File: src/rtl/bus_track_if.sv
// CPU-side bus bundle for bus_track: strobes, upper address bits, and the
// tracker/decoder results fed to the DRAM/ROM controller.
interface bus_track_if;
    logic [23:20] A;
    logic         nAS;
    logic         nDTACK;
    logic         BACT;
    logic [3:1]   BACTr;
    logic         RAMCS;
    logic         RAMCS0X;
    logic         ROMCS;
    logic         RefClk;
    logic         nBERR;

    // The CPU/bench drives strobes and address and observes the results.
    modport master (
        output A, nAS, nDTACK,
        input  BACT, BACTr, RAMCS, RAMCS0X, ROMCS, RefClk, nBERR
    );

    modport slave (
        input  A, nAS, nDTACK,
        output BACT, BACTr, RAMCS, RAMCS0X, ROMCS, RefClk, nBERR
    );
endinterface

File: src/rtl/bus_track.sv
// Bus-cycle tracker, boot-overlay address decoder, refresh timebase and
// bus-error timeout sitting upstream of the DRAM/ROM controller.
module bus_track #(
    parameter int REF_HALF = 195,
    parameter int BERR_CYC = 4095
) (
    input  logic        CLK,
    input  logic        nRESET,
    bus_track_if.slave  bus
);
    localparam logic [9:0]  REF_LAST = 10'(REF_HALF - 1);
    localparam logic [11:0] BERR_MAX = 12'(BERR_CYC);

    logic        bact;
    logic [3:1]  bactR;
    logic        overlay;
    logic        firstClk;
    logic        romRegion;
    logic        ramRegion;
    logic [9:0]  refCnt;
    logic        refClk;
    logic [11:0] berrCnt;
    logic        nBerr;

    // Access tracking: BACT mirrors the strobe one edge late, BACTr delays it further.
    always_ff @(posedge CLK or negedge nRESET) begin
        if (!nRESET) begin
            bact  <= 1'b0;
            bactR <= 3'b000;
        end else begin
            bact  <= !bus.nAS;
            bactR <= {bactR[2:1], bact};
        end
    end

    assign firstClk = bact && !bactR[1];

    // Boot overlay: ROM mirrors low memory until the first ROM-region access.
    always_ff @(posedge CLK or negedge nRESET) begin
        if (!nRESET) begin
            overlay <= 1'b1;
        end else if (firstClk && romRegion) begin
            overlay <= 1'b0;
        end
    end

    always_comb begin
        ramRegion = (bus.A[23:22] == 2'b00);
        romRegion = (bus.A == 4'h4);
    end

    // Free-running refresh square wave, independent of bus traffic.
    always_ff @(posedge CLK or negedge nRESET) begin
        if (!nRESET) begin
            refCnt <= 10'd0;
            refClk <= 1'b0;
        end else if (refCnt == REF_LAST) begin
            refCnt <= 10'd0;
            refClk <= !refClk;
        end else begin
            refCnt <= refCnt + 10'd1;
        end
    end

    // Timeout counter saturates so nBERR stays asserted until the cycle ends.
    always_ff @(posedge CLK or negedge nRESET) begin
        if (!nRESET) begin
            berrCnt <= 12'd0;
        end else if (!bact) begin
            berrCnt <= 12'd0;
        end else if (bus.nDTACK && (berrCnt != BERR_MAX)) begin
            berrCnt <= berrCnt + 12'd1;
        end
    end

    always_ff @(posedge CLK or negedge nRESET) begin
        if (!nRESET) begin
            nBerr <= 1'b1;
        end else begin
            nBerr <= !(bact && (berrCnt == BERR_MAX));
        end
    end

    assign bus.BACT    = bact;
    assign bus.BACTr   = bactR;
    assign bus.RAMCS0X = ramRegion;
    assign bus.RAMCS   = ramRegion && !overlay;
    assign bus.ROMCS   = romRegion || (overlay && ramRegion);
    assign bus.RefClk  = refClk;
    assign bus.nBERR   = nBerr;

    // ROM region is outside A[23:22]==0, so the two selects cannot overlap.
    a_cs_exclusive: assert property (@(posedge CLK) disable iff (!nRESET)
        !(bus.RAMCS && bus.ROMCS));
endmodule

File: src/flat_wrapper.sv
// flat-port wrapper written by rule: the top's interface ports become plain ports
module bus_track_flat 
#(
    parameter int REF_HALF = 195,
    parameter int BERR_CYC = 4095
)
  (CLK, nRESET, bus_A, bus_nAS, bus_nDTACK, bus_BACT, bus_BACTr, bus_RAMCS, bus_RAMCS0X, bus_ROMCS, bus_RefClk, bus_nBERR);
  bus_track_if bus_i ();
  input  logic CLK;
  input  logic nRESET;
  input wire logic [$bits(bus_i.A)-1:0] bus_A;
  input wire logic [$bits(bus_i.nAS)-1:0] bus_nAS;
  input wire logic [$bits(bus_i.nDTACK)-1:0] bus_nDTACK;
  output wire logic [$bits(bus_i.BACT)-1:0] bus_BACT;
  output wire logic [$bits(bus_i.BACTr)-1:0] bus_BACTr;
  output wire logic [$bits(bus_i.RAMCS)-1:0] bus_RAMCS;
  output wire logic [$bits(bus_i.RAMCS0X)-1:0] bus_RAMCS0X;
  output wire logic [$bits(bus_i.ROMCS)-1:0] bus_ROMCS;
  output wire logic [$bits(bus_i.RefClk)-1:0] bus_RefClk;
  output wire logic [$bits(bus_i.nBERR)-1:0] bus_nBERR;
  assign bus_i.A = bus_A;
  assign bus_i.nAS = bus_nAS;
  assign bus_i.nDTACK = bus_nDTACK;
  assign bus_BACT = bus_i.BACT;
  assign bus_BACTr = bus_i.BACTr;
  assign bus_RAMCS = bus_i.RAMCS;
  assign bus_RAMCS0X = bus_i.RAMCS0X;
  assign bus_ROMCS = bus_i.ROMCS;
  assign bus_RefClk = bus_i.RefClk;
  assign bus_nBERR = bus_i.nBERR;
  bus_track #(.REF_HALF(REF_HALF), .BERR_CYC(BERR_CYC)) u_core (.CLK(CLK), .nRESET(nRESET), .bus(bus_i));
endmodule
File: config.mk
export PLATFORM = sky130hd
export DESIGN_NAME = bus_track_flat
export DESIGN_NICKNAME = d
export VERILOG_FILES = /design/src/rtl/bus_track_if.sv /design/src/rtl/bus_track.sv /design/src/flat_wrapper.sv
export SDC_FILE = /design/constraint.sdc
export NUM_CORES = 1
export LEC_CHECK = 0
export ABC_AREA = 1
export CAP_MARGIN = 20
export CORE_ASPECT_RATIO = 0.6
export CORE_MARGIN = 2
export CORE_UTILIZATION = 30
export CTS_BUF_LIST = sky130_fd_sc_hd__clkbuf_4
export CTS_CLUSTER_SIZE = 30
export DETAILED_ROUTE_END_ITERATION = 8
export GPL_ROUTABILITY_DRIVEN = 1
export GPL_TIMING_DRIVEN = 0
export PLACE_DENSITY_LB_ADDON = 0.15
export SLEW_MARGIN = 10
export SYNTH_ARGS = -nofsm -noshare
export SYNTH_HDL_FRONTEND = slang
export SYNTH_SLANG_ARGS = --single-unit
export TNS_END_PERCENT = 5
File: constraint.sdc
create_clock -name CLK -period 1.7 [get_ports CLK]
set_input_delay 0.34 -clock CLK [delete_from_list [all_inputs] [get_ports CLK]]
set_output_delay 0.34 -clock CLK [all_outputs]
set_load 0.01 [all_outputs]
Word level (Yosys, flattened, before mapping)
Cells that the tools add are included.
{ "totals": {"in_bits": 8, "elab_cells": 30, "n_memories": 0, "latchBits": 0, "ff_bits": 29, "output_inout_bits": 9, "ramBits": 0, "romBits": 0} }
{ "op_classes": {"mul": 0, "n_shift": 0, "addsub": 2, "div": 0, "reduce_logical": 13, "mux": 3, "n_eq_ne": 5, "n_bitwise": 0, "magnitude_cmp": 0} }
{ "ops": {"columns": ["op", "n"], "rows": [
  ["$mux 12", 2],
  ["$add 12x1->12 const B", 1],
  ["$eq 12x12->1 const B", 1],
  ["$ne 12x12->1 const B", 1],
  ["$add 10x1->10 const B", 1],
  ["$eq 10x8->1 const B", 1],
  ["$mux 10", 1],
  ["$logic_and 1x1->1", 6],
  ["$logic_not 1->1", 5],
  ["$eq 4x3->1 const B", 1],
  ["$logic_not 2->1", 1],
  ["$ne 2x2->1 const B", 1],
  ["$logic_or 1x1->1", 1]
]} }

Longest topological paths before layout
Gate-level depths: netlist of the first run.
{ "logic_depth": {"depth_word": 4, "depth_mapped": 10, "depth_no_buf": 10} }

Least setup slack after synthesis of the first run
No wires, ideal clock.
{ "synth_timing": {"path_type": "flip-flop to flip-flop", "from": "register u_core.berrCnt[1]", "to": "register u_core.berrCnt[10]", "period_less_slack_ns": 1.322, "slack_ns": 0.378, "arrival_ns": 1.205, "required_time_ns": 1.584, "path_buffers": 0, "setup_ns": 0.116, "path_stages_with_launch": 9, "cell_sequence": "dfrtp_1 > ha_1 > nand2_1 > nor2_4 > nand3_1 > nand3_1 > inv_1 > nand2_1 > nand2_1"} }
{ "synth_between": {"elab_chain_cells": 3, "word_cells_on_any_way": 6, "cone_classes": "add/sub: 1; eq/ne: 2; mux: 2; reduce/logical: 1"} }
{ "synth_rtl": {"columns": ["element", "line_no", "rtl"], "rows": [
  ["start, declared", "bus_track.sv:22", "logic [11:0] berrCnt;"],
  ["start signal, assigned", "bus_track.sv:72", "berrCnt <= berrCnt + 12'd1;"],
  ["$add 12x1->12 / $ne 12x12->1 (equally long branches)", "bus_track.sv:72, bus_track.sv:71", null],
  ["$mux 12 / $logic_and 1x1->1 (equally long branches)", "bus_track.sv:71", "end else if (bus.nDTACK && (berrCnt != BERR_MAX)) begin"],
  ["$mux 12 / $ne 2x2->1 (equally long branches)", null, null]
]} }
Several ways; a longest one is shown, not always the timed one. The select of a mux whose other input is x is not followed.
A chain may end at the register's enable or synchronous reset.

Worst setup path in the final report of the first run
{ "layout_timing": {"from": "input bus_A[3]", "to": "output bus_RAMCS"} }
{ "layout_between": {"elab_chain_cells": 2} }
{ "layout_rtl": {"columns": ["element", "line_no", "rtl"], "rows": [
  ["start, declared", "flat_wrapper.sv:11", "input wire logic [$bits(bus_i.A)-1:0] bus_A;"],
  ["$logic_not 2->1", "bus_track.sv:48", "ramRegion = (bus.A[23:22] == 2'b00);"],
  ["$logic_and 1x1->1", "bus_track.sv:87", "assign bus.RAMCS = ramRegion && !overlay;"],
  ["end, declared", "flat_wrapper.sv:16", "output wire logic [$bits(bus_i.RAMCS)-1:0] bus_RAMCS;"]
]} }
No other way between the ends.

==> results.md, run 1 <==
- Top post-synthesis cells by area: dfrtp_1 (45%), nand2_1 (13%), inv_1 (5.5%)
- Post-CTS Setup Bufs: 0
- Post-Synthesis Cells: 181
- Yosys top cell area share: 44.7%
- Pleak: 0.000871 µW
- GRT overflow: 0
- Synth Area in Compound Gates: 6.29%
- Area share of fa/ha/maj cells after synthesis: 2.48%
- H-tree depth: 2
- Syn Area/Cell: 8.36 µm²
- Mapped Area: 0.00151 mm²
- Max clock buf depth: 2
- RSZ-0062 raised after global routing: no
- GRT Resource Usage Total: 11.9%
- Vias in the first global route: 990
- Nets: 215
- HPWL Detailed: 2310 µm
- Final worst slack: 0.0925 ns
- Clock transition at path regs: 0.10 ns
- Fin crit period: 1.61 ns
- Setup crit start: bus_A[3]
- Die W: 95.7 µm
- DP Worst Slack: -0.230 ns
- Largest net degree at the start of global routing: 30
- Setup Crit Path Kind: primary input to output pin
- Via count: 1170
- Library cells used by synthesis: 28
- VDD IR-drop max: 327 µV
- Final GP Congestion: 0.733
- XOR/XNOR Fraction of Synth Area: 4.05%
- Slew @ Worst Pin: 0.657 ns
- Clk Latency, worst-skew pair: 0.32 ns
- Crit start category: primary input
- Total die area: 0.00565 mm²
- Post-route DRC: 0
- Final ANT Viol Nets: 0
- Hold-fix buffer count after cts: 0
- Post-Route WL: 3120 µm
- IO Count: 17
- Post-synthesis mux area share: 0.662%
- Clock Sinks: 29
- Util after Layout: 38.1%
- RR Startpoint: u_core.berrCnt[1]
- Flops & latches, synth: 29
- Crit Path Max Fanout: 3
- Syn Nets: 192
- Post-synth top area cell: dfrtp_1
- Total of max-cap violations: 0
- Crit path DAT: 1.27 ns
- Dpl cells: 260
- Antenna Cells: 0
- Endpoints failing hold: 0
- Data required, critical path: 1.36 ns
- CTS tree: built
- Finished Layout Cells: 268
- Slew HR: 56.2%
- Worst-path cell chain: clkdlybuf4s50_1 > nor3_1 > dlygate4sd2_1
- Final Max Slew Viols: 0
- Delay of the slowest critical-path stage: 0.45 ns
- CTS buffer count: 5
- DRT iter0 DRCs: 51
- Register area share after synthesis: 48.1%
- Fill cells: 498
- Drt pass-1 iters: 4
- Status: finished, final reports clean
- WL/cell: 11.6 µm
- Synth Warn #: 0
- Initial Utilization: 32.1%
- Nature of the critical path endpoint: output pin
- Chip height: 59.0 µm
- First-pass GRT wire length: 4880 µm
- Reg area: 728 µm²
- Largest family of logic cells by synthesized area: simple AND/OR/NAND/NOR gates
- Number of port buffers: 16
- Fmax: 622 MHz
- Avg Vias per Cell: 4.37
- Fin crit share: 94.6%
- Initial antenna violation count: 0
- P per Cell Area: 659 mW/mm²
- Area of the multi-input gates: 682 µm²
- Root Driver: clkbuf_4
- Area growth syn-to-layout: 18.7%
- Row cnt: 19
- Layout cell share with drive strength beyond 1: 12.7%
- Simple logic cell fraction of the synthesized area: 31.1%
- Fin Clk Skew: 0.0126 ns
- Core ar.: 0.00471 mm²
- Slowest CP cell: clkdlybuf4s50_1
- Most frequent cells in the layout: nand2_1 (52), dfrtp_1 (27), inv_1 (22)
- Final setup vio count: 0
- Commonest non-fill, non-tap cell in the layout: nand2_1
- Hold Path Class: primary input to async pin
-- layer usage --
metal	share of wire, %	track usage (%)	vias up
met4	1.2	4.29	0
met5	0	0	-
met2	32	13.0	22
li1	-	-	622
met3	5.5	4.71	4
met1	61	19.7	522
-- layout make-up --
cell class | count | share of cell area [%]
timing repair buffer | 16 | 8.15
clock inverter | 3 | 0.697
buffer | 2 | 1.53
multi-input combinational | 128 | 38.0
clock buffer | 5 | 2.09
sequential | 29 | 40.6
tap | 63 | 4.39
inverter | 22 | 4.60
-- flip-flops by register name (all words and copies together), names as in the netlist --
| name | flops |
|---|---|
| u_core.bus.nBERR | 1 |
| u_core.overlay | 1 |
| u_core.berrCnt | 12 |
| u_core.bus.BACT | 1 |
| u_core.bus.RefClk | 1 |
| u_core.refCnt | 10 |
| u_core.bus.BACTr | 3 |
-- per-stage QoR --
stage	hold slack, ns	instance area [µm²]	total power (µW)	setup TNS, ns
after floorplan	0.0444	1510	755	0
after global placement	0.364	1750	814	-7.09
after detailed placement	0.369	1750	811	-0.518
after CTS	0.0515	1790	1200	0
after global routing	0.0741	1800	1240	0
final	0.0411	1800	1180	0
-- timing repair --
item                       4_1_cts  5_1_grt
pin swaps                        0        0
gates resized for setup          5        3
gates cloned                     0        0
setup endpoints to repair        4        4
-- cell families after synthesis --
kind of cell | after synthesis
DFF | 29
AOI/OAI and AO/OA | 14
adders and majority gates | 3
and+or+nand+nor | 103
xor gates and xnor gates | 7
muxes | 1
buffers and inverters | 24
-- critical path, delay by kind of cell --
kind          cells  cell delay, ns
buf+inv           2            0.74
simple gates      1            0.19
-- worst paths after layout --
kind / endpoint / slack, ns / cells after the start
max in group asynchronous: u_core.refCnt[0] / 1.22 / 1
worst min register to register: u_core.bus.BACTr[3] / 0.39 / 0
worst min-delay path: u_core.berrCnt[0] / 0.04 / 1
worst max register to register: u_core.berrCnt[10] / 0.18 / 8
min in group CLK: u_core.bus.BACTr[3] / 0.39 / 0
worst max-delay path: bus_RAMCS / 0.09 / 3
-- report_power, final --
part,switching (µW),internal (µW)
logic,48.8,40.0
clock network,239,149
registers,7.70,699
-- synth_stat cells (all sizes together) --
cell type	number
nand2	55
dfrtp	27
inv	22
nor2	22
nand3	14
o21ai	8
nor3	6
xor2	6
ha	3
nand3b	3
a21oi	2
buf	2
dfstp	2
nand4	2
o21bai	2
a21o	1
mux2i	1
o31ai	1
or2	1
xnor2	1
No activity file was read; power rests on OpenSTA's default activity.
==> inputs of run 2 (changes only) <==
--- a/config.mk
+++ b/config.mk
@@ -5,7 +5,7 @@
 export SDC_FILE = /design/constraint.sdc
 export NUM_CORES = 1
 export LEC_CHECK = 0
-export ABC_AREA = 1
+export ABC_AREA = 0
 export CAP_MARGIN = 20
 export CORE_ASPECT_RATIO = 0.6
 export CORE_MARGIN = 2
==> constraint.sdc (replaced) <==
create_clock -name CLK -period 1.7 [get_ports CLK]
set_input_delay 0.51 -clock CLK [delete_from_list [all_inputs] [get_ports CLK]]
set_output_delay 0.51 -clock CLK [all_outputs]
set_load 0.01 [all_outputs]
==> run 2 against run 1 <==
Register-to-register slack lost 0.13 ns. Cell area shrank 1.7%. First-iteration DRC count grew 69%. Maximum frequency shrank 5.2%. Sequential power grew 4.2%. Clock-buffer cell count grew 1. Clock skew shrank 0.0028 ns. Via count grew 3.8%. Non-clock buffer count grew 8. Critical path type unchanged. Largest power group unchanged.
==> results.md, run 2 <==
- Number of synthesized flops with an enable pin: 0
- Root Driver: clkbuf_4
- Flops & latches, synth: 29
- Total die area: 0.00540 mm²
- Nature of the critical path endpoint: output pin
- IO Count: 17
- Clock Sinks: 29
- Synth Warn #: 0
- Yosys top cell area share: 46.8%
- DRT iter0 DRCs: 86
- Core ar.: 0.00461 mm²
- Finished Layout Cells: 235
- Mapped Area: 0.00144 mm²
- Largest net degree at the start of global routing: 30
- Fin crit share: 99.7%
- Most frequent cells in the layout: dfrtp_1 (23), nand3_1 (14), nand4_1 (9)
- Layout cell share with drive strength beyond 1: 20.9%
- GRT Resource Usage Total: 13.8%
- Vias in the first global route: 1211
- Initial Utilization: 31.3%
- Register area share after synthesis: 50.4%
- Final ANT Viol Nets: 0
- Pleak: 0.000786 µW
- Data required, critical path: 1.19 ns
- Post-Synthesis Cells: 143
- Max reg flops: 12
- Top post-synthesis cells by area: dfrtp_1 (47%), nand3_1 (4.9%), nand4_1 (3.9%)
- Placed cell area: 0.00167 mm²
- Fill cells: 475
- Fin crit period: 1.70 ns
- Post-synth ARST share: 100%
- Largest register by flop count: u_core.berrCnt
- P per Cell Area: 723 mW/mm²
- CTS buffer count: 5
- Crit start category: primary input
- RSZ-0062 raised after global routing: yes
- First-pass GRT wire length: 5690 µm
- HPWL Detailed: 2260 µm
- Final GP Congestion: 0.829
- GRT overflow: 0
- Post-route DRC: 0
- Fmax: 590 MHz
- Via count: 1215
- Final setup vio count: 0
- Setup Crit Path Kind: primary input to output pin
- Slew @ Worst Pin: 0.647 ns
- Max clock buf depth: 2
- Chip height: 57.7 µm
- Initial antenna violation count: 0
- Cell area after layout: 0.00176 mm²
- Crit Path Max Fanout: 2
- H-tree depth: 2
- Commonest non-fill, non-tap cell in the layout: dfrtp_1
- Top-count cell post-synth: dfrtp_1
- Number of port buffers: 15
- Drt pass-1 iters: 5
- Clock transition at path regs: 0.10 ns
- Total of max-cap violations: 0
- Avg Vias per Cell: 5.17
- Syn Area/Cell: 10.1 µm²
- WL/cell: 14.3 µm
- Row cnt: 19
- Post-Route WL: 3370 µm
- Die W: 93.6 µm
- Fin Clk Skew: 0.00987 ns
- Antenna Cells: 0
- Clk Latency, worst-skew pair: 0.34 ns
- Crit path DAT: 1.19 ns
- Hold Path Class: primary input to async pin
- CTS tree: built
- Syn Nets: 154
- Nets: 182
- Final Max Slew Viols: 0
- Slew HR: 56.9%
- VDD IR-drop max: 306 µV
- Top cells by count, synth: dfrtp_1 (27), nand3_1 (14), nand4_1 (9), inv_1 (8)
- Endpoints failing hold: 0
- Synth Flop Type: dfrtp_1
- Post-synth top area cell: dfrtp_1
- Area growth syn-to-layout: 22.2%
- Library cells used by synthesis: 40
- Dpl cells: 221
- Status: finished, final reports clean
## run 2: cell types whose count changed in the layout (fill, tap and decap cells not counted), moves of 5 or more
cell,previous run,this run
buf_4,1,6
clkdlybuf4s50_1,11,1
inv_1,22,8
nand2_1,52,7
nand4_1,1,9
nor2_1,18,7
## run 2: final cells by class
type	instances	area, µm²	area share [%]
plain buffers	5	21.3	1.21
inverters	8	30.0	1.70
flip-flops and latches	29	733	41.6
repair buffers	21	159	9.01
well taps	63	78.8	4.47
clock inverters	2	10.0	0.567
multi-input cells	101	687	38.9
clock buffers	6	45.0	2.55
## run 2: final timing paths
check                                     from                   to  slack [ns]  cells past startpoint
hold / removal                          nRESET     u_core.refCnt[6]        0.19                      1
setup / recovery                      bus_A[1]            bus_ROMCS       0.005                      4
hold reg to reg            u_core.bus.BACTr[2]  u_core.bus.BACTr[3]        0.38                      0
min in group CLK           u_core.bus.BACTr[2]  u_core.bus.BACTr[3]        0.38                      0
max in group asynchronous               nRESET     u_core.refCnt[0]        1.05                      1
setup reg to reg              u_core.refCnt[0]    u_core.bus.RefClk        0.05                      5
## run 2: power by group
part	internal (µW)	leakage, µW	switching [µW]
registers	714	0.000368	23.6
clock network	173	0.0000354	260
logic	45.1	0.000382	60.0
total	932	0.000786	344
## run 2: kinds of logic (layout without fill, tap and decap cells)
logic type / count (synthesis) / count (layout) / synth area share (%)
AO/OA/AOI/OAI: 25 / 25 / 11.9
adder cells (fa/ha/maj): 3 / 3 / 2.60
buffers and inverters: 13 / 42 / 3.55
XOR/XNOR: 8 / 8 / 4.85
flip-flops: 29 / 29 / 50.4
AND/OR/NAND/NOR: 65 / 65 / 26.7
## run 2: per-layer routing
layer / global-route usage (%) / part of all wire [%] / vias up
met1: 19.4 / 51 / 575
met3: 4.29 / 7.2 / 6
met4: 5.80 / 2.0 / 0
li1: - / - / 590
met2: 19.9 / 40 / 44
met5: 0 / 0 / -
## run 2: metrics by stage
step	total power (µW)	utilization (%)	setup WS [ns]	TNS [ns]	hold slack (ns)
finish	1280	38.3	0.00486	0	0.185
CTS	1300	38.4	-0.102	-0.102	0.214
detailed placement	857	36.2	-0.857	-1.91	0.372
floorplan	791	-	0.167	0	0.214
global route	1340	38.3	-0.0378	-0.0712	0.233
global placement	855	36.3	-0.857	-14.47	0.361
## run 2: worst max-delay path: stages
cell and delay [ns]:
clkdlybuf4s15_1 0.20, nor4b_4 0.25, a21o_1 0.11, buf_2 0.12
## run 2: repair_timing
item                                    4_1_cts  5_1_grt
resized for setup                            26       11
pin swaps                                     3        2
hold buffers                                  0        0
setup buffers                                 5        1
endpoints found under the setup margin       11       12
==> inputs of run 3 (changes only) <==
--- a/config.mk
+++ b/config.mk
@@ -13,7 +13,7 @@
 export CTS_BUF_LIST = sky130_fd_sc_hd__clkbuf_4
 export CTS_CLUSTER_SIZE = 30
 export DETAILED_ROUTE_END_ITERATION = 8
-export GPL_ROUTABILITY_DRIVEN = 1
+export GPL_ROUTABILITY_DRIVEN = 0
 export GPL_TIMING_DRIVEN = 0
 export PLACE_DENSITY_LB_ADDON = 0.15
 export SLEW_MARGIN = 10
==> results of run 3 <==
The final DEF is identical to that of run 2; final timing and power are the same.
